--- src/rtl/noise_filter_ma.sv ---
// noise_filter_ma: multi-channel boxcar moving-average filter
// with noise gate, bypass and flush; valid/ready on both sides.
//
// Ports:
//   clk, reset_n       clock (rising), async active-low reset
//   in_valid/in_ready  input handshake
//   in_ch, in_sample   channel tag and signed sample
//   filter_en          1: averaged output, 0: bypass
//   gate_en            zero outputs with |val| < gate_thresh
//   gate_thresh        gate threshold, unsigned magnitude
//   flush              synchronous clear of all state
//   out_valid/ready    output handshake
//   out_ch, out_sample channel tag and filtered sample
module noise_filter_ma #(
  parameter int BIT_DEPTH = 8,
  parameter int LOG2_WIN  = 2,
  parameter int NUM_CH    = 2,
  parameter int CH_W      = 1
) (
  input  logic                 clk,
  input  logic                 reset_n,
  input  logic                 in_valid,
  output logic                 in_ready,
  input  logic [CH_W-1:0]      in_ch,
  input  logic [BIT_DEPTH-1:0] in_sample,
  input  logic                 filter_en,
  input  logic                 gate_en,
  input  logic [BIT_DEPTH-1:0] gate_thresh,
  input  logic                 flush,
  output logic                 out_valid,
  input  logic                 out_ready,
  output logic [CH_W-1:0]      out_ch,
  output logic [BIT_DEPTH-1:0] out_sample
);

  localparam int WIN = 1 << LOG2_WIN;
  localparam int SW  = BIT_DEPTH + LOG2_WIN;

  logic [BIT_DEPTH-1:0] hist [NUM_CH][WIN];
  logic [SW-1:0]        sum  [NUM_CH];
  logic [LOG2_WIN-1:0]  ptr  [NUM_CH];

  logic                 accept;
  logic                 ch_ok;
  logic [CH_W-1:0]      ch_idx;
  logic [BIT_DEPTH-1:0] old;
  logic [SW-1:0]        old_x;
  logic [SW-1:0]        in_x;
  logic signed [SW-1:0] new_sum;
  logic signed [SW-1:0] avg_w;
  logic [BIT_DEPTH-1:0] avg;
  logic [BIT_DEPTH-1:0] val;
  logic [BIT_DEPTH-1:0] mag;
  logic [BIT_DEPTH-1:0] res;
  logic                 is_min;
  logic                 gate_hit;

  assign in_ready = !flush && (!out_valid || out_ready);
  assign accept   = in_valid && in_ready;
  assign ch_ok    = int'(in_ch) < NUM_CH;

  // Out-of-range tags read channel 0 harmlessly;
  // the write below is suppressed for them.
  assign ch_idx = ch_ok ? in_ch : '0;
  assign old    = hist[ch_idx][ptr[ch_idx]];

  assign old_x = {{LOG2_WIN{old[BIT_DEPTH-1]}}, old};
  assign in_x  = {{LOG2_WIN{in_sample[BIT_DEPTH-1]}},
                  in_sample};

  assign new_sum = sum[ch_idx] - old_x + in_x;
  assign avg_w   = new_sum >>> LOG2_WIN;
  assign avg     = avg_w[BIT_DEPTH-1:0];
  assign val     = filter_en ? avg : in_sample;

  // Most-negative value has no positive twin;
  // it is exempt from gating.
  assign is_min = val == {1'b1, {(BIT_DEPTH-1){1'b0}}};
  assign mag    = val[BIT_DEPTH-1] ? -val : val;

  assign gate_hit = gate_en && !is_min &&
                    (mag < gate_thresh);
  assign res = gate_hit ? '0 : val;

  always_ff @(posedge clk or negedge reset_n) begin
    if (!reset_n) begin
      out_valid  <= 1'b0;
      out_ch     <= '0;
      out_sample <= '0;
      for (int c = 0; c < NUM_CH; c++) begin
        sum[c] <= '0;
        ptr[c] <= '0;
        for (int i = 0; i < WIN; i++) begin
          hist[c][i] <= '0;
        end
      end
    end else if (flush) begin
      out_valid  <= 1'b0;
      out_ch     <= '0;
      out_sample <= '0;
      for (int c = 0; c < NUM_CH; c++) begin
        sum[c] <= '0;
        ptr[c] <= '0;
        for (int i = 0; i < WIN; i++) begin
          hist[c][i] <= '0;
        end
      end
    end else begin
      if (accept && ch_ok) begin
        hist[ch_idx][ptr[ch_idx]] <= in_sample;
        sum[ch_idx]  <= new_sum;
        ptr[ch_idx]  <= ptr[ch_idx] + 1'b1;
        out_valid    <= 1'b1;
        out_ch       <= in_ch;
        out_sample   <= res;
      end else if (out_ready) begin
        out_valid <= 1'b0;
      end
    end
  end

endmodule

--- config.mk ---
export PLATFORM = sky130hd
export DESIGN_NAME = noise_filter_ma
export DESIGN_NICKNAME = d
export VERILOG_FILES = /design/src/rtl/noise_filter_ma.sv
export SDC_FILE = /design/constraint.sdc
export NUM_CORES = 1
export LEC_CHECK = 0
export CORE_ASPECT_RATIO = 0.75
export CORE_MARGIN = 4
export CORE_UTILIZATION = 25
export DETAILED_ROUTE_END_ITERATION = 16
export SLEW_MARGIN = 15
export SYNTH_ARGS = -nofsm -noshare
export SYNTH_HDL_FRONTEND = slang
export SYNTH_SLANG_ARGS = --single-unit
export TNS_END_PERCENT = 50
--- constraint.sdc ---
create_clock -name clk -period 9.4 [get_ports clk]
set_input_delay 1.41 -clock clk [delete_from_list [all_inputs] [get_ports clk]]
set_output_delay 1.41 -clock clk [all_outputs]
set_load 0.05 [all_outputs]
==> flow_summary_export.csv <==
group,metric,value,unit
floorplanning,die_h,141,um
drt,dr.pass1.iters,5,
synth,synthCells,662,
grt,track_usage,0.118,
setup_path,r2r_setup_slack,2.87,ns
synth,ys.warnings.count,0,
synth,synth_area,5890,sq um
clock_tree,numCtsBuffers,9,
synth,yosysTopAreaCell,"dfrtp_1",
timing,finalCritPeriodShare,0.867,
floorplanning,fp.dieW,185,um
clock_tree,hold_buffers,0,
timing,rsz0062_at_grt,"false",
final_layout,n_fill_cell,2436,
drt,drc,0,
clock_tree,post_cts_buffers,0,
final_layout,fin_nets,724,
synth,synthArstFlopShare,1.00,
clock_tree,cts_buffer_depth,2,
pwr,ir_drop,0.0000981,V
final_layout,diodes,0,
synth,synth_most_common_cell,"nand2_1",
floorplanning,die_area,26100,sq um
drt,drtAntennaViolNets,0,
clock_tree,cts.sink_count,98,
pwr,p_switching,0.518,mW
setup_path,cp_max_fo,32,
pwr,p_total,1.42,mW
setup_path,critPathArrivalTime,8.37,ns
hold_path,hold_class,"reg2reg",
grt,overflow,0,
pwr,p_leak,2.95,nW
setup_path,worstSetupPathType,"in2reg",
setup_path,worstSetupEndpointType,"flop",
synth,syn_area_per_cell,8.90,sq um
grt,grt_pass1_vias,4485,
timing,fmax,0.123,GHz
setup_path,crit_required,9.62,ns
grt,antenna_found_initial,0,
timing,setup-tns-final,0,ns
pwr,clkPwrFrac,0.273,
pwr,internal_power,0.907,mW
run,maxCapViolations,0,
synth,ys_ff_latch,98,
floorplanning,initial_core_util,0.255,
floorplanning,rows,48,
synth,yosysTopAreaCellShare,0.416,
final_layout,instances_no_fill,970,
drt,viasPerCell,4.80,
timing,worst_slew_pin_slew,0.909,ns
pwr,p_per_area,210,nW/um^2
floorplanning,core_area,23100,sq um
timing,fin_crit,8.15,ns
timing,skew,0.0121,ns
clock_tree,root_buffer,"clkbuf_16",
drt,wire_per_inst,15.6,um
place,hpwl,10500,um
synth,synth_edf_count,0,
place,dp.cells,957,
final_layout,drive_gt1_frac,0.0567,
grt,grt_pass1_wl,24700,um
drt,wl,15200,um
pwr,seqPwrFrac,0.332,
outcome,status,"complete, no violations",
timing,maxSlewViolCount,0,
timing,setup_viol,0,
place,place_congestion,0.834,
synth,synth_flop_cell,"dfrtp_1",
drt,vias,4655,
synth,synth_area_leaders,"dfrtp_1 42%, nand2_1 8.9%, o21ai_0 5.7%",
timing,relSlewSlack,0.389,
clock_tree,clkTransAtPathRegs,0.06,ns
hold_path,whs_path_depth,2,
place,io_buffer_count,34,
grt,grt_max_degree,94,
setup_path,start_kind,"primary input",
synth,netlist_top_cells_count,"139 x nand2_1, 98 x dfrtp_1, 67 x o21ai_0, 42 x nand3b_1, 38 x clkbuf_1",
timing,hold_violations,0,
final_layout,area_delta_synth_final,14.9,%
clock_tree,cts_resized,0,
synth,syn_nets,718,
pwr,swShare,0.364,
setup_path,reg2reg_depth,24,
drt,first_iter_violations,376,
clock_tree,cts_tree,"built",
synth,ys_seq_area_frac,0.416,
synth,synth_cell_types,50,
pwr,combPwrFrac,0.395,
floorplanning,ios,35,
clock_tree,h-tree-depth,3,
clock_tree,clk_latency,0.36,ns
[cells in the final DEF, fill, tap and decap left out, types with 4 or more instances in the layout]
cell	Yosys	final
nor2_1	21	21
and2_1	7	7
xnor2_1	9	9
dfrtp_1	98	98
xor2_1	6	6
and3_1	4	4
clkdlybuf4s50_1	0	32
nand3b_1	42	42
ha_1	23	23
buf_4	0	7
a21o_1	5	5
inv_1	31	31
o21ai_0	67	67
mux2i_1	19	19
nand2b_1	25	25
nand2_1	139	139
nor3_1	5	5
a21oi_1	33	33
fa_1	9	9
o21ai_1	4	4
nand3_1	30	30
mux4_2	8	8
clkbuf_16	0	9
[layout make-up]
| class | count | area, sq um | area share |
|---|---|---|---|
| clock buffers | 10 | 229 | 0.0338 |
| flip-flops and latches | 98 | 2450 | 0.362 |
| multi-input cells | 487 | 3150 | 0.465 |
| well taps | 300 | 375 | 0.0554 |
| clock inverters | 3 | 67.6 | 0.00998 |
| inverters | 32 | 120 | 0.0177 |
| repair buffers | 40 | 378 | 0.0558 |
[metrics by stage]
| stage | setup WS, ns | instance area [sq um] | hold WS, ns | util |
|---|---|---|---|---|
| 2_1_floorplan | 2.72 | 5890 | 0.461 | - |
| 3_3_place_gp | 1.09 | 6470 | 0.459 | 0.280 |
| 3_5_place_dp | 0.969 | 6470 | 0.470 | 0.280 |
| 4_1_cts | 1.33 | 6770 | 0.485 | 0.293 |
| 5_1_grt | 0.650 | 6770 | 0.510 | 0.293 |
| 6_report | 1.25 | 6770 | 0.481 | 0.293 |
[state kept, by name, indices dropped and copies added (netlist names)]
signal and count:
sum 20, ptr 4, out_valid 1, hist 64
out_sample 8, out_ch 1
[power groups by stage]
| stage | logic (mW) | registers (mW) | clock network [mW] |
|---|---|---|---|
| 6_report | 0.563 | 0.473 | 0.388 |
| 5_1_grt | 0.630 | 0.478 | 0.411 |
| 4_1_cts | 0.562 | 0.474 | 0.394 |
| 3_5_place_dp | 0.557 | 0.481 | 0 |
| 3_3_place_gp | 0.550 | 0.481 | 0 |
| 2_1_floorplan | 0.401 | 0.501 | 0 |
[routing by layer]
layer  vias to the layer above  part of all wire  global-route usage
li1                       2246                 -                   -
met3                        14             0.044              0.0281
met2                       107              0.43               0.170
met1                      2288              0.52               0.180
met4                         0            0.0085              0.0236
met5                         -                 0                   0
[path summary, 6_finish.rpt]
check / start / to
max: in_ch / out_sample[1]
max in group asynchronous: reset_n / sum[6]
min reg2reg: out_ch / out_ch
min: out_ch / out_ch
min in group asynchronous: reset_n / hist[50]
max reg2reg: ptr[1] / out_sample[1]
[critical path, cell delays in order]
cell and delay [ns]:
clkdlybuf4s50_1 0.46, buf_4 0.36, mux2_2 0.66, clkinv_1 0.63, nand2_1 0.20, nand2_1 0.06, o21ai_0 0.13, o21ai_0 0.15
fa_1 0.55, inv_1 0.07, ha_1 0.31, a211oi_1 0.41, o21ai_1 0.22, a21oi_1 0.28, xor2_1 0.17, a21oi_2 0.34
nor2b_1 0.22, xnor2_1 0.16, ha_1 0.26, and3_1 0.18, nand3_1 0.08, nand4b_1 0.09, or3b_2 0.48, nand2_1 0.18
o31a_1 0.22, o21ai_1 0.07
[kinds of logic after synthesis]
kind of cell | Yosys count | synth area share
xor gates and xnor gates | 15 | 0.0223
DFF | 98 | 0.416
and+or+nand+nor | 283 | 0.237
muxes | 31 | 0.0724
AOI/OAI and AO/OA | 126 | 0.122
adders and majority gates | 32 | 0.0794
buffers and inverters | 77 | 0.0507
Note: power is estimated with default switching activity, not from simulation.
